--- config.mk ---
export PLATFORM = sky130hd
export DESIGN_NAME = conv_out_ctrl_flat
export DESIGN_NICKNAME = d
export VERILOG_FILES = /design/src/rtl/conv_out_ctrl_pkg.sv /design/src/rtl/conv_out_ctrl_if.sv /design/src/rtl/conv_out_ctrl_cnt_wrap.sv /design/src/rtl/conv_out_ctrl.sv /design/src/flat_wrapper.sv
export SDC_FILE = /design/constraint.sdc
export NUM_CORES = 1
export LEC_CHECK = 0
export CORE_ASPECT_RATIO = 0.7
export CORE_MARGIN = 10
export CORE_UTILIZATION = 46
export CTS_CLUSTER_DIAMETER = 30
export DETAILED_ROUTE_END_ITERATION = 10
export PLACE_DENSITY_LB_ADDON = 0.25
export SKIP_CTS_REPAIR_TIMING = 1
export SKIP_LAST_GASP = 1
export SLEW_MARGIN = 40
export SYNTH_ARGS = -nofsm -noshare
export SYNTH_HDL_FRONTEND = slang
export SYNTH_SLANG_ARGS = --single-unit
export TNS_END_PERCENT = 100
--- constraint.sdc ---
create_clock -name clk -period 1.7 [get_ports clk]
set_clock_uncertainty 0.15 [all_clocks]
set_input_delay 0.17 -clock clk [delete_from_list [all_inputs] [get_ports clk]]
set_output_delay 0.17 -clock clk [all_outputs]
set_load 0.02 [all_outputs]
--- src/rtl/conv_out_ctrl_pkg.sv ---
// conv_ctrl_pkg
// Shared types and elaboration helpers for the convolution output-RAM
// write-address generator (conv_out_ctrl and its counters).
//   conv_state_e : frame sequencing state
//   cntWidth     : counter width for a modulo-n counter, never below 1 bit
//   frameSize    : number of RAM words one full output frame occupies
package conv_ctrl_pkg;

    typedef enum logic [1:0] {
        IDLE = 2'd0,
        RUN  = 2'd1,
        DONE = 2'd2
    } conv_state_e;

    // Width of clog2(max(n,2)): a single-value counter still needs one bit.
    function automatic int cntWidth(input int n);
        return (n < 2) ? 1 : $clog2(n);
    endfunction

    function automatic longint frameSize(input int w, input int h, input int c);
        return longint'(w) * longint'(h) * longint'(c);
    endfunction

endpackage

--- src/rtl/conv_out_ctrl_if.sv ---
// conv_out_ctrl_if
// Result-strobe in / RAM-write out bundle of the output controller.
//   ConvValid_i  : frame enable level (low aborts and rearms)
//   vbit_i       : one convolution result valid this cycle
//   OutRamAddr_o : RAM write address
//   OutRamWe_o   : RAM write enable
//   OutRamCh_o   : channel of the current write
//   ConvReady_o  : frame complete level
//   ConvDone_o   : one-cycle completion pulse
//   OvfErr_o     : sticky write-past-frame flag
// master = conv engine side, slave = controller side.
interface conv_out_ctrl_if #(
    parameter int ADDR_W = 5,
    parameter int CH_W   = 1
);
    logic              ConvValid_i;
    logic              vbit_i;
    logic [ADDR_W-1:0] OutRamAddr_o;
    logic              OutRamWe_o;
    logic [CH_W-1:0]   OutRamCh_o;
    logic              ConvReady_o;
    logic              ConvDone_o;
    logic              OvfErr_o;

    modport master (
        output ConvValid_i, vbit_i,
        input  OutRamAddr_o, OutRamWe_o, OutRamCh_o,
        input  ConvReady_o, ConvDone_o, OvfErr_o
    );

    modport slave (
        input  ConvValid_i, vbit_i,
        output OutRamAddr_o, OutRamWe_o, OutRamCh_o,
        output ConvReady_o, ConvDone_o, OvfErr_o
    );
endinterface

--- src/rtl/conv_out_ctrl_cnt_wrap.sv ---
// cnt_wrap
// Modulo-MOD up counter with enable, synchronous clear and a last flag.
//   clk  : clock
//   rstn : synchronous active-low reset
//   clr  : synchronous clear (priority over en)
//   en   : advance by one, wrapping to 0 after MOD-1
//   cnt  : current count
//   last : cnt == MOD-1 (always 1 when MOD == 1)
module cnt_wrap #(
    parameter int MOD = 2,
    parameter int W   = 1
) (
    input  logic         clk,
    input  logic         rstn,
    input  logic         clr,
    input  logic         en,
    output logic [W-1:0] cnt,
    output logic         last
);
    localparam logic [W-1:0] MAX = W'(MOD - 1);

    assign last = (cnt == MAX);

    always_ff @(posedge clk) begin
        if (!rstn || clr) begin
            cnt <= '0;
        end else if (en) begin
            cnt <= last ? '0 : cnt + 1'b1;
        end
    end
endmodule

--- src/rtl/conv_out_ctrl.sv ---
// conv_out_ctrl
// Write-address generator for a convolution layer's output RAM. Results
// arrive channel-serial per pixel (pixels row-major) and are stored
// channel-major: addr = ch*OUT_W*OUT_H + row*OUT_W + col, built from
// running base registers so no multiplier is needed.
//   clk  : clock, rising edge
//   rstn : synchronous active-low reset
//   bus  : conv_out_ctrl_if slave (strobe in, RAM write/status out)
//
// state | meaning
// IDLE  | armed, counters at zero, next accept writes address 0
// RUN   | frame in progress
// DONE  | frame written, counters frozen, further vbits flag overflow
module conv_out_ctrl
    import conv_ctrl_pkg::*;
#(
    parameter int OUT_W  = 5,
    parameter int OUT_H  = 5,
    parameter int N_CH   = 1,
    parameter int ADDR_W = 5
) (
    input logic             clk,
    input logic             rstn,
    conv_out_ctrl_if.slave  bus
);
    localparam int CH_W  = cntWidth(N_CH);
    localparam int COL_W = cntWidth(OUT_W);
    localparam int ROW_W = cntWidth(OUT_H);

    localparam logic [ADDR_W-1:0] CH_STEP  = ADDR_W'(OUT_W * OUT_H);
    localparam logic [ADDR_W-1:0] ROW_STEP = ADDR_W'(OUT_W);

    generate
        if ((longint'(1) << ADDR_W) < frameSize(OUT_W, OUT_H, N_CH)) begin : g_addr_chk
            $error("conv_out_ctrl: ADDR_W too small for N_CH*OUT_W*OUT_H");
        end
    endgenerate

    conv_state_e       state;
    logic [ADDR_W-1:0] chBase;
    logic [ADDR_W-1:0] rowBase;
    logic              readyQ;
    logic              doneQ;
    logic              ovfQ;

    logic [CH_W-1:0]   chCnt;
    logic [COL_W-1:0]  colCnt;
    logic [ROW_W-1:0]  rowCntUnused;
    logic              chLast;
    logic              colLast;
    logic              rowLast;

    logic accept;
    logic pixAdv;
    logic rowAdv;
    logic lastElem;

    assign accept   = bus.vbit_i & bus.ConvValid_i & (state != DONE);
    assign pixAdv   = accept & chLast;
    assign rowAdv   = pixAdv & colLast;
    assign lastElem = chLast & colLast & rowLast;

    cnt_wrap #(.MOD(N_CH), .W(CH_W)) u_ch (
        .clk (clk),
        .rstn(rstn),
        .clr (~bus.ConvValid_i),
        .en  (accept),
        .cnt (chCnt),
        .last(chLast)
    );

    cnt_wrap #(.MOD(OUT_W), .W(COL_W)) u_col (
        .clk (clk),
        .rstn(rstn),
        .clr (~bus.ConvValid_i),
        .en  (pixAdv),
        .cnt (colCnt),
        .last(colLast)
    );

    // Only the wrap flag of the row counter matters; the row offset itself
    // is carried by rowBase.
    cnt_wrap #(.MOD(OUT_H), .W(ROW_W)) u_row (
        .clk (clk),
        .rstn(rstn),
        .clr (~bus.ConvValid_i),
        .en  (rowAdv),
        .cnt (rowCntUnused),
        .last(rowLast)
    );

    always_ff @(posedge clk) begin
        if (!rstn || !bus.ConvValid_i) begin
            state   <= IDLE;
            chBase  <= '0;
            rowBase <= '0;
            readyQ  <= 1'b0;
            doneQ   <= 1'b0;
            ovfQ    <= 1'b0;
        end else begin
            doneQ <= 1'b0;
            if (accept) begin
                chBase <= chLast ? '0 : chBase + CH_STEP;
            end
            if (rowAdv) begin
                rowBase <= rowLast ? '0 : rowBase + ROW_STEP;
            end
            case (state)
                IDLE, RUN: begin
                    if (accept) begin
                        if (lastElem) begin
                            state  <= DONE;
                            readyQ <= 1'b1;
                            doneQ  <= 1'b1;
                        end else begin
                            state <= RUN;
                        end
                    end
                end
                DONE: begin
                    if (bus.vbit_i) begin
                        ovfQ <= 1'b1;
                    end
                end
                default: state <= IDLE;
            endcase
        end
    end

    assign bus.OutRamAddr_o = chBase + rowBase + ADDR_W'(colCnt);
    assign bus.OutRamWe_o   = accept;
    assign bus.OutRamCh_o   = chCnt;
    assign bus.ConvReady_o  = readyQ;
    assign bus.ConvDone_o   = doneQ;
    assign bus.OvfErr_o     = ovfQ;
endmodule
--- src/flat_wrapper.sv ---
// flat-port wrapper written by rule: the top's interface ports become plain ports
module conv_out_ctrl_flat import conv_ctrl_pkg::*;
#(
    parameter int OUT_W  = 5,
    parameter int OUT_H  = 5,
    parameter int N_CH   = 1,
    parameter int ADDR_W = 5
)
  (clk, rstn, bus_ConvValid_i, bus_vbit_i, bus_OutRamAddr_o, bus_OutRamWe_o, bus_OutRamCh_o, bus_ConvReady_o, bus_ConvDone_o, bus_OvfErr_o);
  conv_out_ctrl_if #(.ADDR_W(ADDR_W)) bus_i ();
  input logic clk;
  input logic rstn;
  input wire logic [$bits(bus_i.ConvValid_i)-1:0] bus_ConvValid_i;
  input wire logic [$bits(bus_i.vbit_i)-1:0] bus_vbit_i;
  output wire logic [$bits(bus_i.OutRamAddr_o)-1:0] bus_OutRamAddr_o;
  output wire logic [$bits(bus_i.OutRamWe_o)-1:0] bus_OutRamWe_o;
  output wire logic [$bits(bus_i.OutRamCh_o)-1:0] bus_OutRamCh_o;
  output wire logic [$bits(bus_i.ConvReady_o)-1:0] bus_ConvReady_o;
  output wire logic [$bits(bus_i.ConvDone_o)-1:0] bus_ConvDone_o;
  output wire logic [$bits(bus_i.OvfErr_o)-1:0] bus_OvfErr_o;
  assign bus_i.ConvValid_i = bus_ConvValid_i;
  assign bus_i.vbit_i = bus_vbit_i;
  assign bus_OutRamAddr_o = bus_i.OutRamAddr_o;
  assign bus_OutRamWe_o = bus_i.OutRamWe_o;
  assign bus_OutRamCh_o = bus_i.OutRamCh_o;
  assign bus_ConvReady_o = bus_i.ConvReady_o;
  assign bus_ConvDone_o = bus_i.ConvDone_o;
  assign bus_OvfErr_o = bus_i.OvfErr_o;
  conv_out_ctrl #(.OUT_W(OUT_W), .OUT_H(OUT_H), .N_CH(N_CH), .ADDR_W(ADDR_W)) u_core (.clk(clk), .rstn(rstn), .bus(bus_i));
endmodule
==> results of run 1 <==
## cell families (layout without fill, tap and decap cells)
group                      after synthesis  in the layout  share of synthesized area (%)
and+or+nand+nor                         32             32                          20.08
buffers and inverters                   14             43                          6.739
AOI/OAI and AO/OA                       29             29                          18.30
xor gates and xnor gates                 2              2                          1.926
other                                    1              1                         0.4123
adders and majority gates               12             12                          17.33
DFF                                     16             16                          35.21
## through the flow
stage	power, mW	TNS [ps]
final	0.6883	-1087
after global routing	0.7131	-1281
after CTS	0.6911	-3384
after detailed placement	0.4352	-1737
after global placement	0.4336	-1699
after floorplan	0.4092	-20.47
## worst max-delay path: stages (launching register included)
cell     delay [ps]
dfxtp_2         360
ha_4            270
ha_4            120
inv_2            40
fa_2            520
inv_2            30
buf_6           120
## report_power, final
group / internal [mW] / switching [mW]
registers: 0.377 / 0.00163
logic: 0.0234 / 0.0270
clock network: 0.131 / 0.129
total: 0.531 / 0.158
## worst min-delay path by stage
stage / to / slack [ps] / depth (start not counted)
after floorplan: u_core.bus.OvfErr_o / 160 / 2
after detailed placement: u_core.bus.ConvReady_o / 300 / 2
after global placement: u_core.bus.ConvReady_o / 290 / 2
after CTS: u_core.bus.ConvReady_o / 310 / 2
after global routing: u_core.bus.ConvReady_o / 360 / 2
final: u_core.bus.ConvReady_o / 320 / 2
## per-layer routing
| metal | global-route usage (%) | vias to the layer above | part of all wire (%) |
|---|---|---|---|
| met4 | 3.514 | 0 | 1.6 |
| met5 | 0 | - | 0 |
| li1 | - | 441 | - |
| met1 | 14.03 | 416 | 43 |
| met3 | 4.145 | 7 | 6.5 |
| met2 | 17.75 | 31 | 49 |
## cell usage in the layout (no fill, tap or decap), types with 2 or more instances in the layout
cell / n
or3_1: 4
a211oi_2: 3
o22ai_1: 2
clkbuf_4: 3
o21ai_0: 8
ha_4: 4
inv_2: 2
dfxtp_2: 5
nand2_1: 6
ha_2: 2
a21oi_2: 3
inv_1: 7
clkdlybuf4s50_1: 6
xnor2_2: 2
dlymetal6s2s_1: 2
nor2_1: 6
dfxtp_1: 11
ha_1: 5
nand4_1: 4
buf_4: 20
nor3_1: 2
a21oi_1: 8
## flip-flops by register name, summed over array words and instances, names as in the netlist
| signal | count |
|---|---|
| u_core.bus.ConvReady_o | 1 |
| u_core.state | 2 |
| u_core.bus.OvfErr_o | 1 |
| u_core.rowBase | 5 |
| u_core.u_col.cnt | 3 |
| u_core.bus.ConvDone_o | 1 |
| u_core.u_row.cnt | 3 |
## Yosys cell counts
cell,instances,area (um2)
nand4b_1,1,8.760
a21o_1,1,7.510
nor2b_1,1,6.260
nor4_1,1,6.260
a211oi_1,3,22.52
or3_1,5,31.28
nor3_1,2,10.01
nor2_1,6,22.52
a21oi_1,11,55.05
xnor2_1,2,17.52
nand3_1,1,5.000
o22ai_1,3,18.77
ha_1,11,137.6
or4b_1,1,10.01
and4_2,1,10.01
o31ai_1,1,7.510
buf_2,1,5.000
nand4_1,4,25.02
o21ai_0,8,40.04
nand4_2,1,12.51
clkbuf_1,2,7.510
conb_1,1,3.750
dfxtp_1,16,320.3
buf_4,2,15.01
and2_1,1,6.260
a221oi_1,1,8.760
fa_1,1,20.02
inv_1,9,33.78
a31oi_1,1,6.260
nand2b_1,1,6.260
nand2_1,6,22.52
## area by class of cell
class / count / area share (%)
clock buffers: 4 / 2.754
inverters: 9 / 2.564
multi-input cells: 76 / 48.72
flip-flops and latches: 16 / 24.79
well taps: 22 / 2.089
repair buffers: 30 / 19.09
==> metrics.md, run 1 <==
| Metric | Value |
|---|---|
| Status | `finished, violations left` |
| Violated checks | `setup timing` |
| Largest net degree at the start of global routing | `11` |
| Global-route wire length before repair | `about 3900 um` |
| Final Non-Filler Cells | `around 160` |
| Worst-Skew Late Latency | `290 ps` |
| Worst setup path category | `register to output port` |
| Chip width | `73.15 um` |
| Post-synthesis cell type count | `31` |
| Slew Viols, Final | `0` |
| CTS tree | `built` |
| Pwr dens | `approximately 520 mW/mm2` |
| DR iter-0 viols | `80` |
| Hold Fails Final Rpt | `0` |
| Initial Utilization | `a little under 50%` |
| Top achievable clock speed | `approximately 480 MHz` |
| Syn avg cell area | `around 8.6 um2` |
| Remaining antenna violation count | `0` |
| Remaining DRCs | `0` |
| Vias in the first global route | `around 890` |
| Total track usage | `between 10 and 15%` |
| Worst Path Required | `around 1400 ps` |
| P_leak | `around 0.54 nW` |
| Syn nets | `around 120` |
| DPL Wire Length | `1686 um` |
| Layout cell share with drive strength beyond 1 | `39.26%` |
| Post-layout util | `70.43%` |
| Die height | `57.21 um` |
| Netlist Area Pre-Place | `approximately 910 um2` |
| Post-DP Area | `between 0.001 and 0.0015 mm2` |
| Fin Hold WS | `around 320 ps` |
| Final setup violation count | `3` |
| FF-to-FF End | `u_core.state[1]` |
| Crit path to | `bus_OutRamAddr_o[2]` |
| Final GP Congestion | `slightly above 0.8` |
| FF+latch area | `326.6 um2` |
| Total grt overflow | `0` |
| Fin crit share | `122.2%` |
| Total CTS buffers | `3` |
| # diodes | `0` |
| Clock Tree Buf Depth | `2` |
| Core area | `between 0.0015 and 0.002 mm2` |
| Synth warnings | `0` |
| Clock root cell | `clkbuf_4` |
| Seq/Total Area, Yosys | `a little over a third` |
| Via density | `5.701` |
| Setup WS pre-CTS | `-572.9 ps` |
| Row cnt | `13` |
| Io pins | `14` |
| Setup crit start | `u_core.rowBase[1]` |
| Critical R2R Launch | `u_core.u_col.cnt[0]` |
| Startpoint of the worst hold path | `u_core.bus.ConvReady_o` |
| Via count | `895` |
| NumNets Final | `around 150` |
| Post-synthesis cell count | `about 110` |
| Filler cell count | `roughly 140` |
| H-tree depth | `1` |
| Critical path launch point type | `register` |
| Yosys reg bits | `16` |
| DRT Wirelength | `2434 um` |
| Pre-antenna DRT Iters | `5` |
| RSZ-0062 raised after global routing | `yes` |
| Initial antenna violation count | `0` |
| Worst Slack Setup Final | `-377.8 ps` |
| Worst path arrival time | `1760 ps` |
| P&R area growth vs syn | `44.84%` |
| Final Instance Area | `0.001318 mm2` |
| VDD IR max | `about 0.00045 V` |
| Reg-to-reg setup timing slack | `around 80 ps` |
| I/O Buffers | `12` |
| CP Capture Type | `output port` |
| Area of the multi-input gates | `~640 um2` |
| Clock-pin transition on the worst setup and hold timing paths | `100 ps` |
| CTS Sinks | `16` |
| Hold/Removal Path Class | `register to register` |
| Routed WL per cell | `roughly 16 um` |
| Worst-path maximum fanout | `2` |
| DIE AREA | `roughly 0.0042 mm2` |
| Reg2Reg Depth | `6` |
| Crit path time final | `~2100 ps` |
| MaxCap Viol Count | `0` |
| Post-Place Cells | `about 150` |
Power figures use the tool's default switching activity.
==> inputs of run 2 (changes only) <==
- CTS_CLUSTER_DIAMETER: 30 -> 200
- SLEW_MARGIN: 40 -> 10
==> results of run 2 <==
No change in the layout: final DEF, timing and power equal those of run 1.
